===== src/rtl/touch_adc_ctrl.sv =====
// Serial master for an ADS7843-style 4-wire touch ADC: runs an X then a Y 24-DCLK
// frame, drives the external shift-in stage and strobes the coordinate pair.
// Optional pen-down gating is compiled in with `define TOUCH_PENIRQ_EN.
module touch_adc_ctrl #(
  parameter int          CLK_DIV    = 4,
  parameter logic [7:0]  CMD_X      = 8'hD0,
  parameter logic [7:0]  CMD_Y      = 8'h90,
  parameter int          GAP_CYCLES = 16
) (
  input  logic        clk,
  input  logic        rst,
  input  logic        start,
  input  logic        continuous,
`ifdef TOUCH_PENIRQ_EN
  input  logic        pen_irq_n,
`endif
  output logic        touch_clk,
  output logic        touch_cs_n,
  output logic        touch_din,
  output logic        shift_ena,
  output logic        shift_rst,
  input  logic [11:0] shift_data,
  output logic [11:0] x_pos,
  output logic [11:0] y_pos,
  output logic        valid,
  output logic        busy,
  output logic [2:0]  dbg_state
);

  typedef enum logic [2:0] {
    S_IDLE  = 3'd0,
    S_CLEAR = 3'd1,
    S_FRAME = 3'd2,
    S_LATCH = 3'd3,
    S_GAP   = 3'd4
  } state_t;

  localparam int HW = (CLK_DIV > 1) ? $clog2(CLK_DIV) : 1;
  localparam int GW = $clog2(GAP_CYCLES + 1);
  localparam logic [HW-1:0] HALF_LAST = HW'(CLK_DIV - 1);
  localparam logic [GW-1:0] GAP_LAST  = GW'(GAP_CYCLES - 1);
  localparam logic [5:0]    PH_LAST   = 6'd47;
  // Enable window opens on the fall ending period 9, closes on the fall ending period 21.
  localparam logic [5:0]    ENA_FIRST = 6'd18;
  localparam logic [5:0]    ENA_LAST  = 6'd41;

  state_t         state, state_d;
  logic           sel, sel_d;
  logic [HW-1:0]  half;
  logic [5:0]     phase;
  logic [GW-1:0]  gap_cnt;
  logic           half_done, frame_done, gap_done;
  logic           pen_ok, pen_up;
  logic [7:0]     cmd;
  logic [4:0]     bit_idx;

`ifdef TOUCH_PENIRQ_EN
  logic [1:0] pen_sync;

  always_ff @(posedge clk or negedge rst) begin
    if (!rst) pen_sync <= 2'b11;
    else      pen_sync <= {pen_sync[0], pen_irq_n};
  end

  assign pen_ok = ~pen_sync[1];
  assign pen_up = pen_sync[1];
`else
  assign pen_ok = 1'b1;
  assign pen_up = 1'b0;
`endif

  assign half_done  = (half == HALF_LAST);
  assign frame_done = (state == S_FRAME) && (phase == PH_LAST) && half_done;
  assign gap_done   = (state == S_GAP) && (gap_cnt == GAP_LAST);
  assign cmd        = sel ? CMD_Y : CMD_X;
  assign bit_idx    = phase[5:1];

  // phase is held at zero outside FRAME, so its LSB is a clean registered DCLK.
  assign touch_clk  = phase[0];
  assign dbg_state  = state;

  always_ff @(posedge clk or negedge rst) begin
    if (!rst) begin
      state   <= S_IDLE;
      sel     <= 1'b0;
      half    <= '0;
      phase   <= '0;
      gap_cnt <= '0;
      x_pos   <= '0;
      y_pos   <= '0;
      valid   <= 1'b0;
    end else begin
      state <= state_d;
      sel   <= sel_d;

      if (state == S_FRAME) begin
        if (half_done) begin
          half  <= '0;
          phase <= frame_done ? 6'd0 : phase + 6'd1;
        end else begin
          half  <= half + HW'(1);
        end
      end else begin
        half  <= '0;
        phase <= '0;
      end

      if ((state == S_GAP) && !gap_done) gap_cnt <= gap_cnt + GW'(1);
      else                               gap_cnt <= '0;

      // Capture on the edge into LATCH so the new pair and valid appear together.
      valid <= 1'b0;
      if (frame_done) begin
        if (sel) begin
          y_pos <= shift_data;
          valid <= 1'b1;
        end else begin
          x_pos <= shift_data;
        end
      end
    end
  end

  always_comb begin
    state_d    = state;
    sel_d      = sel;
    touch_cs_n = 1'b1;
    touch_din  = 1'b0;
    shift_ena  = 1'b0;
    shift_rst  = 1'b0;
    busy       = (state != S_IDLE);

    case (state)
      S_IDLE: begin
        if (start && pen_ok) begin
          state_d = S_CLEAR;
          sel_d   = 1'b0;
        end
      end
      S_CLEAR: begin
        touch_cs_n = 1'b0;
        touch_din  = cmd[7];
        state_d    = S_FRAME;
      end
      S_FRAME: begin
        touch_cs_n = 1'b0;
        shift_rst  = 1'b1;
        if (bit_idx < 5'd8) touch_din = cmd[3'd7 - bit_idx[2:0]];
        shift_ena  = (phase >= ENA_FIRST) && (phase <= ENA_LAST);
        if (frame_done) state_d = S_LATCH;
      end
      S_LATCH: begin
        shift_rst = 1'b1;
        state_d   = S_GAP;
      end
      S_GAP: begin
        if (gap_done) begin
          if (pen_up) begin
            state_d = S_IDLE;
          end else if (!sel) begin
            state_d = S_CLEAR;
            sel_d   = 1'b1;
          end else if (continuous) begin
            state_d = S_CLEAR;
            sel_d   = 1'b0;
          end else begin
            state_d = S_IDLE;
          end
        end
      end
      default: state_d = S_IDLE;
    endcase
  end

endmodule


===== config.mk =====
export PLATFORM = sky130hd
export DESIGN_NAME = touch_adc_ctrl
export DESIGN_NICKNAME = d
export VERILOG_FILES = /design/src/rtl/touch_adc_ctrl.sv
export SDC_FILE = /design/constraint.sdc
export NUM_CORES = 1
export LEC_CHECK = 0
export ABC_AREA = 1
export CORE_MARGIN = 2
export CORE_UTILIZATION = 49
export CTS_BUF_LIST = sky130_fd_sc_hd__clkbuf_4 sky130_fd_sc_hd__clkbuf_8
export CTS_CLUSTER_SIZE = 10
export DETAILED_ROUTE_END_ITERATION = 7
export PLACE_DENSITY = 0.88
export RECOVER_POWER = 25
export SYNTH_ARGS = -nofsm -noshare
export SYNTH_HDL_FRONTEND = slang
export SYNTH_SLANG_ARGS = --single-unit

===== constraint.sdc =====
create_clock -name clk -period 1.7 [get_ports clk]
set_input_delay 0.425 -clock clk [delete_from_list [all_inputs] [get_ports clk]]
set_output_delay 0.425 -clock clk [all_outputs]
set_load 0.1 [all_outputs]

Word level (Yosys, flattened, before mapping)
Cells that the tools add are included.
{"block": "word_totals", "ff_bits": 42, "input_bits": 16, "out_inout_bits": 34, "elab_cells": 70}
{"block": "classes", "n_addsub": 4, "order_cmp": 4, "eq_ne": 11, "n_mux": 27, "bitwise_logic": 1, "n_reduce_logical": 15}
{"op": "2-to-1 mux 6 bit", "n": 3}
{"op": "one-hot mux 3 bit (5 select lines)", "n": 1}
{"op": "2-to-1 mux 1 bit", "n": 13}
{"op": "2-to-1 mux 3 bit", "n": 3}
{"op": "inequality test 2 bit (second input constant)", "n": 4}
{"op": "2-to-1 mux 7 bit", "n": 1}
{"op": "adder 6 x 1 -> 6 bit (second input constant)", "n": 1}
{"op": "== test 3 x 2 -> 1 bit (second input constant)", "n": 2}
{"op": "== test 6 bit (second input constant)", "n": 1}
{"op": "greater-or-equal comparator 6 x 5 -> 1 bit (second input constant)", "n": 1}
{"op": "<= comparator 6 bit (second input constant)", "n": 1}
{"op": "AND reduction 3 bit", "n": 2}
{"op": "adder 5 x 1 -> 5 bit (second input constant)", "n": 1}
{"op": "== test 5 x 4 -> 1 bit (second input constant)", "n": 1}
{"op": "logical AND 1 bit", "n": 5}
{"op": "< comparator 5 x 4 -> 1 bit (second input constant)", "n": 1}
{"op": "2-to-1 mux 5 bit", "n": 1}
{"op": "< comparator 3 x 4 -> 1 bit (second input constant)", "n": 1}
{"op": "2-to-1 mux 2 bit", "n": 2}
{"op": "one-hot mux 1 bit (2 select lines)", "n": 2}
{"op": "AND reduction 2 bit", "n": 2}
{"op": "OR reduction 2 bit", "n": 2}
{"op": "binary-select mux 1 bit (select 3 bit)", "n": 1}
{"op": "== test 3 x 1 -> 1 bit (second input constant)", "n": 1}
{"op": "other kinds (9)", "n": 9}

Logic depth before layout (Yosys ltp)
{"block": "depth", "ltp_word": 6, "ltp_mapped": 9, "ltp_nobuf": 9}

Least setup slack after synthesis
No wires, ideal clock.
{"block": "synth_path", "kind": "register -> output", "from": "register state[1], in the netlist dbg_state[1]", "to": "output port shift_ena", "t_arrival_ns": 2.754, "t_required_ns": 1.275, "path_slack_ns": -1.479, "path_stages_with_launch": 5, "n_path_buf": 0, "cell_sequence": "dfrtp_1 -> nand2_2 -> inv_1 -> nand2_1 -> nor2_1"}
{"block": "synth_between", "elab_chain_cells": 2}
{"element": "start: declaration", "line_no": "47", "source": "state_t state, state_d;"}
{"element": "start signal: assignment", "line_no": "93", "source": "state <= state_d;"}
{"element": "== test 3 x 2 -> 1 bit", "line_no": "133", "source": "case (state)"}
{"element": "2-to-1 mux 1 bit", "line_no": "133"}
{"element": "end: declaration", "line_no": "20", "source": "output logic shift_ena,"}
Every way passes these cells.

Worst setup path in the final report
{"block": "layout_path", "from": "register phase[0]", "to": "output port shift_ena"}
{"block": "layout_between", "elab_chain_cells": 3, "word_cells_on_any_way": 4, "classes_between": "2 x order compare; 1 x mux; 1 x reduce/logical"}
{"element": "start: declaration", "line_no": "50", "source": "logic [5:0] phase;"}
{"element": "start signal: assignment", "line_no": "99", "source": "phase <= frame_done ? 6'd0 : phase + 6'd1;"}
{"element": "greater-or-equal comparator 6 x 5 -> 1 bit or <= comparator 6 bit (tied branches)", "line_no": "149", "source": "shift_ena = (phase >= ENA_FIRST) && (phase <= ENA_LAST);"}
{"element": "logical AND 1 bit (*)", "line_no": "149"}
{"element": "2-to-1 mux 1 bit (*)", "line_no": "133"}
Mark *: on every way between the ends. The rest lies on a longest branch, timed or not.

==> metrics.cfg <==
[sta]
post-route-min-period_ns = 1.98
tightest_slew_ns = 0.915
slew_violations = 0
setup_viol = 29
max_freq_mhz = 505
min_period_over_period_pct = 117
hold_viol = 0
maxSlewHeadroom_pct = 39.0
setup_slack_ns = -0.281
rsz0062_at_grt = true
clock_skew_ns = 0.00598

[placement]
gp_congestion = 0.910
io_buffers = 49
hpwl_um = 4040
postPlaceCellArea_um2 = 3080

[synthesis]
synth_cell_type_count = 26
synth_nets = 265
synth_common_cells = nand2_1 (79), dfrtp_1 (42), nand4_1 (28), inv_1 (22), nor2_1 (21)
ys_seq_area_share_pct = 51.0
synthesis.area_um2 = 2060
synth_async_sr_flop_share_pct = 100
synth_ff_type = dfrtp_1
yosys.area.top_type_share_pct = 51.0
ys_seq_elements = 42
synth_area_leaders = dfrtp_1 (51%), nand2_1 (14%), nand4_1 (8.5%)
yosysWarnings = 0
synth_area_per_cell_um2 = 8.51
post-synth-top-count-cell = nand2_1
syn_inst = 242
yosysTopAreaCell = dfrtp_1
synth_edf_count = 0

[critical_path]
cp_max_fo = 3
crit_type = reg2out
critPathCaptureType = output pin
crit_path_start_kind = flop
required_ns = 1.27
worstPathArrival_ns = 1.56

[clock_network]
insertion_delay_ns = 0.31
ctsHoldBuffers = 0
cts_root_buf = clkbuf_8
path_clk_slew_ns = 0.08
cts_sinks = 42
clock_path_buffers = 2
tritoncts.num_buffers = 5
htree_levels = 2
tritoncts = done

[routing]
drt_iter0_drc = 197
via_per_inst = 5.59
drtPass1Iterations = 5
final_antenna_net_count = 0
wl_per_cell_um = 16.9
wl_um = 6160
drc = 0
vias = 2042

[layout]
multiInputGateArea_um2 = 973
fin_area_um2 = 3320
finalNetCount = 337
area_delta_synth_final_pct = 61.1
utilization_pct = 82.3
n_antenna_cell = 0
fillers = 193
register_area_um2 = 1070
drive_gt1_share_pct = 30.5

[global_routing]
grt.overflow.total = 0
use_met1_pct = 33.6
grtUsageMet3_pct = 5.03
use_met2_pct = 49.6
antenna_found_initial = 0
grt_max_degree = 26
track_usage_pct = 28.8
busiest_layer = met2
grt_pass1_vias = 2110
grt_pass1_wl_um = 9800

[die]
die_h_um = 68.8
core-area_um2 = 4030
initial_core_util_pct = 51.1
boundaryPins = 50
die_area_um2 = 4740
core.rowCount = 23
die_w_um = 68.8

[run_status]
outcome = complete, but fails checks
violations = setup timing

[flow_run]
cap_violations = 0

[power]
p_per_area_nw_per_um2 = 1240
ir_drop_v = 0.00182
power_leakage_nw = 1.55

[hold_path]
min_path_type = in2async

-- layout by cell type (no fill, tap or decap), types with 2 or more instances in the layout --
master,instances
clkbuf_8,5
o21ai_0,4
nand3b_1,3
nand3_2,2
nor2_1,20
nand3_4,4
a21oi_1,2
nand3_1,8
nand2_4,4
nand2_2,2
nor2_4,3
inv_4,4
buf_6,4
inv_1,18
buf_12,34
ha_1,6
buf_4,20
dfrtp_4,4
nand4_1,28
dfrtp_1,38
nand2_1,74
clkdlybuf4s50_1,14
clkinvlp_4,2
-- stage by stage --
| stage | instances | hold slack (ns) | total power, mW | setup TNS [ns] | setup WS (ns) |
|---|---|---|---|---|---|
| 6_report | 365 | 0.217 | 4.13 | -2.11 | -0.281 |
| 5_1_grt | 365 | 0.316 | 4.24 | -4.17 | -0.328 |
| 4_1_cts | 363 | 0.0506 | 3.97 | -0.862 | -0.273 |
| 3_5_place_dp | 346 | 0.378 | 3.11 | 0 | 0.0242 |
| 3_3_place_gp | 346 | 0.371 | 3.06 | 0 | 0.0525 |
| 2_1_floorplan | 242 | 0.129 | 2.36 | -0.670 | -0.268 |
-- layout make-up --
cell class	count	share of cell area (%)
clock buffer	5	2.07
clock inverter	3	0.641
inverter	23	3.02
multi-input combinational	168	29.3
sequential	42	32.1
tap	50	1.89
timing repair buffer	74	30.9
-- sequential cells by signal (all words and copies together) (netlist names) --
name / flops
y_pos: 12
valid: 1
sel: 1
x_pos: 12
gap_cnt: 5
half: 2
dbg_state: 3
phase: 6
-- final timing paths --
path / startpoint / endpoint / slack [ns] / cells after the start
setup / recovery: phase[0] / shift_ena / -0.28 / 6
hold / removal: rst / y_pos[2] / 0.22 / 1
setup reg to reg: phase[0] / y_pos[3] / -0.10 / 7
hold reg to reg: gap_cnt[0] / gap_cnt[0] / 0.47 / 1
max in group asynchronous: rst / dbg_state[2] / 0.29 / 2
min in group clk: gap_cnt[0] / gap_cnt[0] / 0.47 / 1
-- critical path, cell delays in order, from the launching register on --
cell and delay [ns]:
dfrtp_4 0.45, inv_4 0.05, ha_1 0.18, nand3b_1 0.16
a21oi_2 0.18, nor2_4 0.06, buf_12 0.16
-- report_power, final --
part           total [mW]  internal, mW  switching (mW)
sequential           1.16          1.08          0.0741
clock               0.662         0.288           0.373
combinational        2.31         0.845            1.46
total                4.13          2.22            1.91
-- logic make-up (layout without fill, tap and decap cells) --
logic type / count (synthesis) / after routing / share of synthesized area, %
adder cells (fa/ha/maj): 7 / 7 / 4.25
XOR/XNOR: 1 / 1 / 0.425
buffers and inverters: 32 / 105 / 7.17
flip-flops: 42 / 42 / 51.0
AO/OA/AOI/OAI: 9 / 9 / 2.31
AND/OR/NAND/NOR: 151 / 151 / 34.8
-- per-layer routing --
| layer | vias up | wire length [µm] | share of wire [%] |
|---|---|---|---|
| li1 | 937 | - | - |
| met1 | 989 | 2370 | 38 |
| met2 | 98 | 3200 | 52 |
| met3 | 18 | 384 | 6.2 |
| met4 | 0 | 204 | 3.3 |
| met5 | - | 0 | 0 |
-- repair_timing --
action,CTS,global route
setup endpoints to repair,6,34
buffers inserted,9,2
pin swaps,11,7
gates cloned,0,0
resized for setup,12,7
Power figures use the tool's default switching activity.
